`config.mk`:
```
export PLATFORM = sky130hd
export DESIGN_NAME = cpu_control
export DESIGN_NICKNAME = d
export VERILOG_FILES = /design/src/rtl/cpu_control.sv
export SDC_FILE = /design/constraint.sdc
export NUM_CORES = 1
export LEC_CHECK = 0
export CAP_MARGIN = 30
export CELL_PAD_IN_SITES_DETAIL_PLACEMENT = 0
export CELL_PAD_IN_SITES_GLOBAL_PLACEMENT = 1
export CORE_MARGIN = 2
export CORE_UTILIZATION = 32
export CTS_CLUSTER_SIZE = 16
export DETAILED_ROUTE_END_ITERATION = 6
export PLACE_DENSITY = 0.85
export SYNTH_ARGS = -nofsm -noshare
export SYNTH_HDL_FRONTEND = slang
export SYNTH_SLANG_ARGS = --single-unit
```
`constraint.sdc`:
```
create_clock -name clk -period 2.3 [get_ports clk]
set_clock_uncertainty 0.05 [all_clocks]
set_input_delay 0.46 -clock clk [delete_from_list [all_inputs] [get_ports clk]]
set_output_delay 0.46 -clock clk [all_outputs]
set_load 0.05 [all_outputs]
```
`src/rtl/cpu_control.sv`:
```
// cpu_control: multi-cycle FETCH/DECODE/EXEC/MEM sequencer driving the datapath controls.
// Build option: define CPU_CTRL_ILLEGAL_TRAP_EN to halt on illegal opcodes instead of running them as NOPs.
module cpu_control #(
  parameter int NIB_WIDTH    = 4,
  parameter int RETIRE_WIDTH = 16
) (
  input  logic                    clk,
  input  logic                    rst_n,
  input  logic [NIB_WIDTH-1:0]    opcode,
  input  logic                    isaluop,
  input  logic [2:0]              aluop,
  input  logic                    rd1_zero,
  input  logic                    mem_ready,
  output logic                    mem_req,
  output logic                    mem_we,
  output logic                    mem_addr_sel,
  output logic                    ir_load,
  output logic                    pc_en,
  output logic [1:0]              pc_sel,
  output logic                    reg_we,
  output logic [1:0]              reg_wsel,
  output logic                    alu_en,
  output logic [2:0]              alu_func,
  output logic                    halted,
  output logic                    illegal,
  output logic [RETIRE_WIDTH-1:0] retired,
  output logic [2:0]              state_dbg
);

  typedef enum logic [2:0] {
    S_FETCH  = 3'd0,
    S_DECODE = 3'd1,
    S_EXEC   = 3'd2,
    S_MEM    = 3'd3,
    S_HALT   = 3'd4
  } state_e;

  localparam logic [NIB_WIDTH-1:0] OP_LDI  = NIB_WIDTH'(8);
  localparam logic [NIB_WIDTH-1:0] OP_LD   = NIB_WIDTH'(9);
  localparam logic [NIB_WIDTH-1:0] OP_ST   = NIB_WIDTH'(10);
  localparam logic [NIB_WIDTH-1:0] OP_BZ   = NIB_WIDTH'(11);
  localparam logic [NIB_WIDTH-1:0] OP_JMP  = NIB_WIDTH'(12);
  localparam logic [NIB_WIDTH-1:0] OP_HALT = NIB_WIDTH'(13);

  state_e                  state_q, state_d;
  logic [RETIRE_WIDTH-1:0] retired_q;
  logic                    illegal_q;
  logic                    retire;
  logic                    ill_set;
  logic                    is_ld, is_st;

  assign is_ld     = (opcode == OP_LD);
  assign is_st     = (opcode == OP_ST);
  assign retired   = retired_q;
  assign illegal   = illegal_q;
  assign state_dbg = state_q;

  // Memory handshake: mem_req/mem_we/mem_addr_sel depend only on state, so they hold
  // steady until a cycle with mem_req=1 and mem_ready=1, which completes the access.
  // While rst_n is low every control is forced to 0 so an in-flight access is abandoned.
  always_comb begin
    state_d      = state_q;
    retire       = 1'b0;
    ill_set      = 1'b0;
    mem_req      = 1'b0;
    mem_we       = 1'b0;
    mem_addr_sel = 1'b0;
    ir_load      = 1'b0;
    pc_en        = 1'b0;
    pc_sel       = 2'd0;
    reg_we       = 1'b0;
    reg_wsel     = 2'd0;
    alu_en       = 1'b0;
    alu_func     = 3'd0;
    halted       = 1'b0;
    if (rst_n) begin
      case (state_q)
        S_FETCH: begin
          mem_req = 1'b1;
          if (mem_ready) begin
            ir_load = 1'b1;
            state_d = S_DECODE;
          end
        end
        S_DECODE: state_d = S_EXEC;
        S_EXEC: begin
          if (isaluop) begin
            alu_en   = 1'b1;
            alu_func = aluop;
            reg_we   = 1'b1;
            pc_en    = 1'b1;
            retire   = 1'b1;
            state_d  = S_FETCH;
          end else begin
            case (opcode)
              OP_LDI: begin
                reg_we   = 1'b1;
                reg_wsel = 2'd1;
                pc_en    = 1'b1;
                retire   = 1'b1;
                state_d  = S_FETCH;
              end
              OP_LD, OP_ST: state_d = S_MEM;
              OP_BZ: begin
                pc_en   = 1'b1;
                pc_sel  = rd1_zero ? 2'd1 : 2'd0;
                retire  = 1'b1;
                state_d = S_FETCH;
              end
              OP_JMP: begin
                pc_en   = 1'b1;
                pc_sel  = 2'd2;
                retire  = 1'b1;
                state_d = S_FETCH;
              end
              OP_HALT: begin
                retire  = 1'b1;
                state_d = S_HALT;
              end
              default: begin
                ill_set = 1'b1;
`ifdef CPU_CTRL_ILLEGAL_TRAP_EN
                state_d = S_HALT;
`else
                pc_en   = 1'b1;
                retire  = 1'b1;
                state_d = S_FETCH;
`endif
              end
            endcase
          end
        end
        S_MEM: begin
          mem_req      = 1'b1;
          mem_addr_sel = 1'b1;
          mem_we       = is_st;
          if (mem_ready) begin
            reg_we   = is_ld;
            reg_wsel = is_ld ? 2'd2 : 2'd0;
            pc_en    = 1'b1;
            retire   = 1'b1;
            state_d  = S_FETCH;
          end
        end
        S_HALT:  halted = 1'b1;
        default: state_d = S_FETCH;
      endcase
    end
  end

  always_ff @(posedge clk) begin
    if (!rst_n) begin
      state_q   <= S_FETCH;
      retired_q <= '0;
      illegal_q <= 1'b0;
    end else begin
      state_q <= state_d;
      if (retire)  retired_q <= retired_q + RETIRE_WIDTH'(1);
      if (ill_set) illegal_q <= 1'b1;
    end
  end

endmodule

```
# Yosys cells after proc, flatten, opt, wreduce, memory -nomap -nowiden
# Index checks and enable logic that the tools add are counted.
# Widths: inputs -> output; s select.
dict set report word_totals {
  word_cells 73
  inputBits 12
  out_inout_bits 35
  reg_bits 20
}
dict set report classes {
  n_addsub 1
  eq_ne 12
  mux 50
  n_bitwise 1
  reduce_logical 6
}
# cell count
set op_table {}
lappend op_table {{$mux 1} 31}
lappend op_table {{$eq 4x4->1 const B} 6}
lappend op_table {{$mux 3} 6}
lappend op_table {{$add 16x1->16 const B} 1}
lappend op_table {{$pmux 3 s5} 1}
lappend op_table {{$mux 2} 6}
lappend op_table {{$pmux 2 s2} 2}
lappend op_table {{$eq 3x2->1 const B} 2}
lappend op_table {{$pmux 1 s2} 3}
lappend op_table {{$pmux 3 s2} 1}
lappend op_table {{$reduce_or 6->1} 1}
lappend op_table {{$ne 2x2->1 const B} 2}
lappend op_table {{$reduce_or 2->1} 2}
lappend op_table {{$eq 3x1->1 const B} 1}
lappend op_table {{$eq 3x3->1 const B} 1}
lappend op_table {{$logic_not 3->1} 1}
lappend op_table {{$reduce_and 3->1} 1}
lappend op_table {{$reduce_or 3->1} 1}
lappend op_table {{$not 1->1} 1}

# Logic depth before layout (Yosys ltp)
# Gate-level depths: netlist of run 1.
dict set report logic_depth {
  depth_word 6
  mapped_depth 6
  depth_no_buf 4
}

# Worst setup path after synthesis of run 1
# No wires, ideal clock.
dict set report synth_path {
  path_type {flip-flop to output port}
  from {register state_q[0], in the netlist state_dbg[0]}
  to {output port mem_we}
  n_path_buf 1
  stages_incl_launch_ff 5
  slack_ns -1.425
  required_time_ns 1.790
  t_arrival_ns 3.215
  cell_sequence {dfxtp_1 buf_6 nand2_1 nor2_1 nor4bb_1}
}
dict set report synth_via {
  elab_chain_cells 3
}
# element line
set synth_rtl {}
lappend synth_rtl {{start: declaration} 45} ;# state_e state_q, state_d;
lappend synth_rtl {{start signal: assignment} 157} ;# state_q <= state_d;
lappend synth_rtl {{$eq 3x2->1} 77} ;# case (state_q)
lappend synth_rtl {{$mux 1} 77}
lappend synth_rtl {{$mux 1} 76} ;# if (rst_n) begin
lappend synth_rtl {{end: declaration} 15} ;# output logic mem_we,
# Every way passes these cells.

# Worst setup path in the final report of run 1
dict set report layout_path {
  from {input port opcode[1]}
  to {output port reg_wsel[1]}
}
dict set report layout_via {
  elab_chain_cells 5
}
# element line
set layout_rtl {}
lappend layout_rtl {{start: declaration} 9} ;# input logic [NIB_WIDTH-1:0] opcode,
lappend layout_rtl {{$eq 4x4->1} 52} ;# assign is_ld = (opcode == OP_LD);
lappend layout_rtl {{$mux 2} 139} ;# reg_wsel = is_ld ? 2'd2 : 2'd0;
lappend layout_rtl {{$mux 2} 137} ;# if (mem_ready) begin
lappend layout_rtl {{$pmux 2 s2} 77}
lappend layout_rtl {{$mux 2} 76}
lappend layout_rtl {{end: declaration} 21} ;# output logic [1:0] reg_wsel,
# Every way passes these cells.

==> flow_summary.json, run 1 <==
{
  "dr.pass1.iters": 4,
  "start_util_pct": 33.80,
  "rsz0062_at_grt": "false",
  "grt_pass1_wl_um": 5940,
  "power_density_nw_per_um2": 351.1,
  "htree_levels": 1,
  "fin_ws_ps": 51.42,
  "path_clk_slew_ps": 80,
  "placed_cells": 275,
  "arrival_ps": 1740,
  "max-slew-margin-rel_pct": 65.96,
  "combPwrFrac_pct": 22.5,
  "yosysUniqueCellTypes": 44,
  "switchingPower_w": 0.0002308,
  "max_stage_delay_ps": 490,
  "pre_cts_ws_ps": -114.1,
  "fin_nets": 245,
  "worstSetupPathType": "in -> out",
  "cp_slowest_cell": "clkdlybuf4s50_1",
  "fin_cells": 281,
  "met3_usage_pct": 2.762,
  "status": "completed",
  "peakVddDrop_v": 0.0003308,
  "avgSynthCellArea_um2": 8.261,
  "antenna_cells": 0,
  "wl_per_cell_um": 12.89,
  "vias": 1425,
  "maxCapViolCount": 0,
  "hpwl_um": 2790,
  "ys.flop_type": "dfxtp_1",
  "period_share_pct": 97.76,
  "use_met2_pct": 24.36,
  "syn_nets": 179,
  "power_w": 0.0008189,
  "yosysSeqAreaShare_pct": 29.20,
  "worstPathCellList": "clkdlybuf4s50_1 > nand2b_4 > buf_4 > nor4_4 > buf_12",
  "max-clock-path-buffers": 2,
  "drc": 0,
  "grt_busiest_layer": "met2",
  "fill_cells": 348,
  "placed_area_um2": 2243,
  "yosys_warnings": 0,
  "worstPathMaxFanout": 3,
  "reg2regPathDepth": 6,
  "wl_um": 3622,
  "hold_path_depth": 2,
  "netlist_instances": 166,
  "maxSlewViolCount": 0,
  "gp_congestion": 0.7751,
  "grt_start_max_net_pins": 26,
  "die_area_um2": 4825,
  "ant_nets": 0,
  "antenna_found_initial": 0,
  "final_area_um2": 2332,
  "portBuffers": 46,
  "min_path_type": "reg -> reg",
  "async_flop_share_pct": 0,
  "switching_share_pct": 28.19,
  "intPower_w": 0.0005881,
  "ys_ff_latch": 20,
  "clock-sinks": 20,
  "viasPerCell": 5.071,
  "core-area_um2": 4058,
  "cts_root_buf": "clkbuf_8",
  "synth_edf_count": 0,
  "die_h_um": 69.46,
  "drive_gt1_share_pct": 32.03,
  "worst_pin_slew_ps": 509.0,
  "die_x_um": 69.46,
  "cp_data_required_time_ps": 1790,
  "synth_area_um2": 1371,
  "period_needed_ps": 2249,
  "grt_pass1_vias": 1263,
  "worstSkewPairLatency_ps": 260,
  "groute.layer.met1.usage_pct": 19.93,
  "grt-ovfl-total": 0,
  "syn_to_final_growth_pct": 70.07,
  "hold_slack_ps": 421.3,
  "hold_viol": 0,
  "grt_use_total_pct": 14.74,
  "fmax_ghz": 0.4447,
  "critical_path.startpoint_type": "input port",
  "drt_iter0_drc": 81,
  "cts_made_buffers": 3,
  "fp-row-count": 23,
  "finalSetupViolations": 0,
  "clkPwrFrac_pct": 33.5,
  "p_seq_share_pct": 43.9,
  "tritoncts": "yes",
  "leakage_nw": 0.8523,
  "cp-end-kind": "output port",
  "holdBufCountCts": 0,
  "pin_count": 47
}
-- worst paths after layout --
check	from	endpoint	slack (ps)
worst max-delay path	opcode[1]	reg_wsel[1]	50
worst min-delay path	retired[15]$_SDFFE_PN0P_	retired[15]$_SDFFE_PN0P_	420
worst max register to register	state_dbg[1]$_SDFFE_PN0P_	retired[15]$_SDFFE_PN0P_	500
worst min register to register	retired[15]$_SDFFE_PN0P_	retired[15]$_SDFFE_PN0P_	420
-- cell usage in the layout, fill, tap and decap left out, types with 4 or more instances in the layout --
cell type         n
nand3_1          10
dfxtp_1          18
and3_1            4
nor2_1            6
nand2b_1         12
clkdlybuf4s50_1  26
dlygate4sd2_1     5
mux2i_1          12
buf_4            24
buf_12           16
a211oi_2          4
nand2_1          24
clkbuf_8          4
a21oi_1           7
a211oi_1          4
-- final cells by class --
type                    instances  area, um2  area share (%)
inverters                       3      11.26          0.4828
multi-input cells             133      996.0           42.70
repair buffers                 71      804.5           34.50
well taps                      50      62.56           2.682
clock buffers                   4      55.05           2.361
flip-flops and latches         20      402.9           17.27
-- metrics by stage --
stage,util [%],setup TNS [ps]
6_report,57.48,0
5_1_grt,57.48,0
4_1_cts,57.05,0
3_5_place_dp,55.29,-542.7
3_3_place_gp,55.29,-433.1
2_1_floorplan,-,-116.2
-- cells by family after synthesis --
family          Yosys count  synth area share [%]
xor+xnor                  1                 1.186
fa+ha+maj                 1                0.9123
mux                      12                 8.759
buf+inv                  13                 5.657
simple gates             84                 33.67
flops                    20                 29.20
compound gates           35                 20.62
-- power groups by stage --
stage	clock [W]	combinational, W	sequential [W]
floorplan	0	0.0000923	0.000378
global placement	0	0.000183	0.000368
detailed placement	0	0.000184	0.000368
CTS	0.000278	0.000183	0.000360
global route	0.000298	0.000197	0.000361
finish	0.000275	0.000185	0.000360
-- flip-flops by register name, indices dropped and copies added (netlist names) --
signal,flops
state_dbg,3
illegal,1
retired,16
-- Yosys cell counts, types with 4 or more instances --
| library cell | number | area share (%) |
|---|---|---|
| a211oi_1 | 4 | 2.2 |
| buf_2 | 5 | 1.8 |
| mux2i_1 | 12 | 8.8 |
| and2_1 | 5 | 2.3 |
| dfxtp_1 | 20 | 29 |
| nand2b_1 | 13 | 5.9 |
| a21oi_1 | 8 | 2.9 |
| a211oi_2 | 4 | 3.6 |
| nand2_1 | 24 | 6.6 |
| and3_1 | 4 | 1.8 |
| nor3_1 | 4 | 1.5 |
| nand3_1 | 11 | 4.0 |
| nor2_1 | 10 | 2.7 |
-- metal layers --
layer  share of wire (%)  vias to the layer above
met1                  48                      658
met5                   0                        -
met4                0.39                        0
met3                 3.8                        2
li1                    -                      730
met2                  48                       35
-- worst max-delay path, delay by kind of cell --
kind	cells	cell delay [ps]
and+or+nand+nor	2	460
buffers and inverters	3	820
-- repair_timing --
| action | CTS | global route |
|---|---|---|
| setup endpoints to repair | 8 | 4 |
| buffers inserted | 2 | 0 |
| pin swaps | 3 | 1 |
| resized for setup | 7 | 3 |
No activity file was read; power rests on OpenSTA's default activity.
==> inputs of run 2 (changes only) <==
--- a/config.mk
+++ b/config.mk
@@ -5,14 +5,15 @@
 export SDC_FILE = /design/constraint.sdc
 export NUM_CORES = 1
 export LEC_CHECK = 0
+export ABC_AREA = 1
 export CAP_MARGIN = 30
 export CELL_PAD_IN_SITES_DETAIL_PLACEMENT = 0
 export CELL_PAD_IN_SITES_GLOBAL_PLACEMENT = 1
 export CORE_MARGIN = 2
-export CORE_UTILIZATION = 32
+export CORE_UTILIZATION = 29
 export CTS_CLUSTER_SIZE = 16
 export DETAILED_ROUTE_END_ITERATION = 6
-export PLACE_DENSITY = 0.85
+export PLACE_DENSITY = 0.84
 export SYNTH_ARGS = -nofsm -noshare
 export SYNTH_HDL_FRONTEND = slang
 export SYNTH_SLANG_ARGS = --single-unit
==> flow_summary.json, run 2 <==
{
  "intPower_w": 0.0005711,
  "power_density_nw_per_um2": 380.5,
  "worstPathMaxFanout": 5,
  "avgSynthCellArea_um2": 6.075,
  "peakVddDrop_v": 0.0001819,
  "switching_share_pct": 32.34,
  "critPathTopFamily": "simple AND/OR/NAND/NOR gates",
  "fin_ws_ps": 74.85,
  "syn_nets": 227,
  "final_common_cell": "nand2_1",
  "netlist_instances": 214,
  "ys_ff_latch": 20,
  "p_seq_share_pct": 42.9,
  "period_needed_ps": 2225,
  "async_flop_share_pct": 0,
  "tritoncts": "yes",
  "htree_levels": 1,
  "yosysSeqAreaShare_pct": 30.80,
  "synth_compound_area_share_pct": 10.49,
  "grt-ovfl-total": 0,
  "ant_nets": 0,
  "crit_buf_inv": 5,
  "synth_area_um2": 1300,
  "vias": 1474,
  "synth_xor_area_share_pct": 0.6737,
  "yosysMostFrequentCell": "nand2_1",
  "r2r-start": "state_dbg[1]$_SDFFE_PN0P_",
  "hpwl_um": 2764,
  "synth_area_leaders": "dfxtp_1, nand2_1, nor2_1, inv_1, nand3_1",
  "dr.pass1.iters": 4,
  "synth_adder_area_share_pct": 0.9625,
  "clock-sinks": 20,
  "max_stage_delay_ps": 340,
  "wl_per_cell_um": 10.58,
  "worstSkewPairLatency_ps": 260,
  "critical_path.startpoint_type": "flop",
  "pre_cts_ws_ps": -114.5,
  "portBuffers": 46,
  "synth_common_cells": "nand2_1, nor2_1, inv_1, dfxtp_1, nand3_1",
  "status": "completed",
  "finalSetupViolations": 0,
  "setup_tns_ps": 0,
  "viasPerCell": 4.508,
  "die_h_um": 70.96,
  "largest_register_ffs": 16,
  "reg2regPathDepth": 9,
  "wl_um": 3459,
  "reg2reg_to": "retired[6]$_SDFFE_PN0P_",
  "clkPwrFrac_pct": 28.7,
  "grt_start_max_net_pins": 29,
  "cp-end-kind": "output port",
  "crit_cells": 9,
  "synth_edf_count": 0,
  "ys.flop_type": "dfxtp_1",
  "hp-start": "illegal$_SDFFE_PN0P_",
  "utilization_pct": 51.30,
  "min_to": "illegal$_SDFFE_PN0P_",
  "switchingPower_w": 0.0002730,
  "holdBufCountCts": 0,
  "antenna_cells": 0,
  "gp_congestion": 0.7768,
  "synth_top_family_by_area": "simple AND/OR/NAND/NOR gates",
  "drive_gt1_share_pct": 25.82,
  "drt_iter0_drc": 85,
  "core-area_um2": 4324,
  "startpoint": "state_dbg[1]$_SDFFE_PN0P_",
  "arrival_ps": 1720,
  "cts_root_buf": "clkbuf_8",
  "leakage_nw": 0.9167,
  "max-clock-path-buffers": 2,
  "antenna_found_initial": 0,
  "yosysUniqueCellTypes": 25,
  "period_share_pct": 96.75,
  "yosys_warnings": 0,
  "cp_slowest_cell": "dfxtp_4",
  "cts_made_buffers": 3,
  "synth_top_area_share_pct": 30.80,
  "min_path_type": "reg -> reg",
  "hold_path_depth": 2,
  "start_util_pct": 30.06,
  "hold_slack_ps": 419.2,
  "cp_data_required_time_ps": 1790,
  "synth-simple-area-share_pct": 43.60,
  "hold_viol": 0,
  "grt_pass1_wl_um": 6120,
  "syn_to_final_growth_pct": 70.65,
  "synthMuxAreaShare_pct": 0,
  "pin_count": 47,
  "final_cell_mix": "nand2_1, nor2_1, inv_1",
  "max-slew-margin-rel_pct": 66.61,
  "fp-row-count": 24,
  "synth_top_area_cell": "dfxtp_1",
  "drc": 0,
  "maxCapViolCount": 0,
  "rsz0062_at_grt": "true",
  "grt_pass1_vias": 1443,
  "grt_use_total_pct": 14.76,
  "worst_pin_slew_ps": 499.3,
  "fin_nets": 289,
  "die_x_um": 70.96,
  "worstPathCellList": "inv_1 > nor3_2 > inv_1 > nor2_2 > inv_1 > nor2_4 > inv_4 > nor2_4 > buf_12",
  "combPwrFrac_pct": 28.4,
  "maxSlewViolCount": 0,
  "reg2reg_setup_slack_ps": 550,
  "crit_path_frequent_cell": "inv_1",
  "path_clk_slew_ps": 80,
  "fmax_ghz": 0.4494,
  "worstSetupPathType": "reg -> out",
  "die_area_um2": 5035
}
## run 2: changes by cell type after synthesis, moves of 5 or more
cell      before  now
a21oi_2        2    8
nand2_1       24   57
mux2i_1       12    0
inv_1          3   33
nand2b_1      13    0
nand3_1       11   18
and2_1         5    0
nor2_1        10   36
## run 2: worst max-delay path by stage
stage,endpoint
finish,alu_func[0]
global route,alu_func[0]
CTS,pc_sel[1]
detailed placement,pc_en
global placement,pc_en
floorplan,alu_func[0]
## run 2: cell type report
type | instances | area [um2]
clock buffers | 4 | 45.04
fillers | 434 | 2106
inverters | 35 | 135.1
multi-input cells | 154 | 828.3
flip-flops and latches | 20 | 406.6
well taps | 52 | 65.06
repair buffers | 62 | 738.2
## run 2: metrics by stage
step	power, W	instances	instance area (um2)
after floorplan	0.0005119	214	1378
after global placement	0.0006019	321	2115
after detailed placement	0.0006043	321	2115
after CTS	0.0008508	327	2193
after global routing	0.0008850	327	2218
final	0.0008442	327	2218
## run 2: layer usage
layer / GRT usage [%] / wire, um
met5: 0 / 0
met4: 4.403 / 40
met3: 4.274 / 239
met2: 25.96 / 1690
met1: 17.36 / 1488
## run 2: power groups by stage
stage | registers [W] | clock network [W] | logic [W]
6_report | 0.000362 | 0.000243 | 0.000240
5_1_grt | 0.000363 | 0.000264 | 0.000258
4_1_cts | 0.000362 | 0.000250 | 0.000239
3_5_place_dp | 0.000370 | 0 | 0.000234
3_3_place_gp | 0.000370 | 0 | 0.000232
2_1_floorplan | 0.000395 | 0 | 0.000117
## run 2: kinds of logic (layout without fill, tap and decap cells)
group | after synthesis | in the layout
DFF | 20 | 20
and+or+nand+nor | 131 | 131
AOI/OAI and AO/OA | 21 | 21
buffers and inverters | 40 | 101
adders and majority gates | 1 | 1
xor gates and xnor gates | 1 | 1
## run 2: what timing repair did
item,CTS,global route
resized for setup,11,6
setup buffers,2,0
endpoints found under the hold margin,0,0
pin swaps,8,1
setup endpoints to repair,7,9
## run 2: worst reg2reg max path, cell delays in order (launching register included)
cell	delay, ps
dfxtp_4	340
inv_1	90
nor3_2	270
nand2_2	180
nand2_2	120
buf_4	310
nand2_1	130
nand2_1	70
nand2_1	50
nor2_1	80
==> inputs of run 3 (changes only) <==
--- a/config.mk
+++ b/config.mk
@@ -10,10 +10,11 @@
 export CELL_PAD_IN_SITES_DETAIL_PLACEMENT = 0
 export CELL_PAD_IN_SITES_GLOBAL_PLACEMENT = 1
 export CORE_MARGIN = 2
-export CORE_UTILIZATION = 29
+export CORE_UTILIZATION = 32
+export CTS_CLUSTER_DIAMETER = 150
 export CTS_CLUSTER_SIZE = 16
 export DETAILED_ROUTE_END_ITERATION = 6
-export PLACE_DENSITY = 0.84
+export PLACE_DENSITY = 0.91
 export SYNTH_ARGS = -nofsm -noshare
 export SYNTH_HDL_FRONTEND = slang
 export SYNTH_SLANG_ARGS = --single-unit
==> constraint.sdc (replaced) <==
create_clock -name clk -period 2.6 [get_ports clk]
set_clock_uncertainty 0.05 [all_clocks]
set_input_delay 0.52 -clock clk [delete_from_list [all_inputs] [get_ports clk]]
set_output_delay 0.52 -clock clk [all_outputs]
set_load 0.05 [all_outputs]
==> flow_summary.json, run 3 (synthesized netlist as in run 2, its figures left out) <==
{
  "status": "completed",
  "peakVddDrop_v": 0.0001564,
  "fin_cells": 317,
  "viasPerCell": 4.492,
  "cts_setup_buffers": 0,
  "die_area_um2": 4588,
  "wl_um": 3187,
  "reg2reg_to": "retired[14]$_SDFFE_PN0P_",
  "htree_levels": 1,
  "grt-ovfl-total": 0,
  "cp-end-kind": "output port",
  "max_stage_delay_ps": 500,
  "setup_tns_ps": 0,
  "finalSetupViolations": 0,
  "min_to": "illegal$_SDFFE_PN0P_",
  "antenna_cells": 0,
  "period_share_pct": 98.16,
  "portBuffers": 46,
  "cts_root_buf": "clkbuf_8",
  "hp-start": "illegal$_SDFFE_PN0P_",
  "hold_viol": 0,
  "cp_slowest_cell": "nor4_1",
  "final_area_um2": 2111,
  "grt_pass1_wl_um": 5582,
  "max-slew-margin-rel_pct": 64.81,
  "period_needed_ps": 2552,
  "tritoncts": "yes",
  "min_path_type": "reg -> reg",
  "clock-sinks": 20,
  "worst_pin_slew_ps": 523.1,
  "reg2reg_setup_slack_ps": 870,
  "fp-row-count": 23,
  "fin_nets": 281,
  "die_x_um": 67.74,
  "cp_data_required_time_ps": 2030,
  "syn_to_final_growth_pct": 62.37,
  "fmax_ghz": 0.3918,
  "worstPathMaxFanout": 4,
  "rsz0062_at_grt": "true",
  "cts_made_buffers": 3,
  "placed_area_um2": 2033,
  "worstPathCellList": "clkdlybuf4s50_1 > buf_4 > nor4_1 > a21oi_2 > buf_12",
  "core-area_um2": 3943,
  "maxSlewViolCount": 0,
  "critical_path.startpoint_type": "input port",
  "die_h_um": 67.74,
  "hpwl_um": 2552,
  "worstSkewPairLatency_ps": 250,
  "drc": 0,
  "grt_use_total_pct": 15.47,
  "ant_nets": 0,
  "vias": 1424,
  "reg2regPathDepth": 10,
  "final_common_cell": "nand2_1",
  "final_cell_mix": "nand2_1, inv_1, nor2_1",
  "r2r-start": "retired[0]$_SDFFE_PN0P_",
  "grt_pass1_vias": 1361,
  "antenna_found_initial": 0,
  "maxCapViolCount": 0,
  "largest_register_ffs": 16,
  "gp_congestion": 0.8151,
  "placed_cells": 313,
  "path_clk_slew_ps": 70,
  "wl_per_cell_um": 10.05,
  "drt_iter0_drc": 65,
  "dr.pass1.iters": 6,
  "start_util_pct": 32.97,
  "worstSetupPathType": "in -> out",
  "pin_count": 47,
  "power_density_nw_per_um2": 353.8,
  "arrival_ps": 1980,
  "hold_path_depth": 2,
  "max-clock-path-buffers": 2,
  "leakage_nw": 0.8363,
  "drive_gt1_share_pct": 21.35,
  "grt_start_max_net_pins": 29
}
[run 3: changes by cell type in the layout (fill, tap and decap cells not counted), sizes merged]
cell / before / now
buf: 31 / 23
clkdlybuf4s50: 25 / 30
dlygate4sd2: 3 / 0
dlymetal6s2s: 3 / 1
[run 3: worst max-delay path by stage]
stage                                          from          end  slack [ps]  cells past startpoint
after floorplan           state_dbg[0]$_SDFFE_PN0P_       reg_we        -360                      6
after global placement                    opcode[1]        pc_en          50                     10
after detailed placement                      rst_n    pc_sel[0]          30                      8
after CTS                                     rst_n  alu_func[2]          20                      8
after global routing                      opcode[0]        pc_en         -20                     11
final                                     opcode[1]        pc_en          50                      5
[run 3: area by class of cell]
cell class                      instances  area, um2
Fill cell                             395       1832
Multi-Input combinational cell        154      787.0
Timing Repair Buffer                   54      673.1
Sequential cell                        20      401.6
Inverter                               35      131.4
Tap cell                               50      62.56
Clock buffer                            4      55.05
[run 3: critical path: cells and delay by family]
family,cells,cell delay (ps)
buffers and inverters,3,810
AOI/OAI and AO/OA,1,150
and+or+nand+nor,1,500
[run 3: timing repair]
item / 4_1_cts / 5_1_grt
setup endpoints to repair: 0 / 7
hold buffers: 0 / 0
gates resized for setup: 0 / 7
[run 3: power breakdown]
group	internal, W	switching, W
registers	0.000313	0.00000667
logic	0.0000758	0.000120
clock network	0.000134	0.0000965
total	0.000523	0.000223
[run 3: stage by stage]
stage | hold WS, ps | worst slack, ps | total power, W | util, %
final | 412.8 | 47.96 | 0.0007467 | 53.54
after global routing | 464.3 | -16.74 | 0.0007827 | 53.54
after CTS | 418.8 | 20.26 | 0.0007577 | 52.97
after detailed placement | 400.8 | 34.53 | 0.0005207 | 51.57
after global placement | 396.4 | 49.27 | 0.0005200 | 51.57
after floorplan | 619.2 | -359.3 | 0.0004484 | -
[run 3: per-layer routing]
| layer | vias up | track usage, % | routed length, um |
|---|---|---|---|
| met5 | - | 0 | 0 |
| met4 | 0 | 3.827 | 20 |
| met3 | 2 | 5.333 | 273 |
| met2 | 36 | 27.33 | 1520 |
| met1 | 612 | 17.69 | 1373 |
| li1 | 774 | - | - |
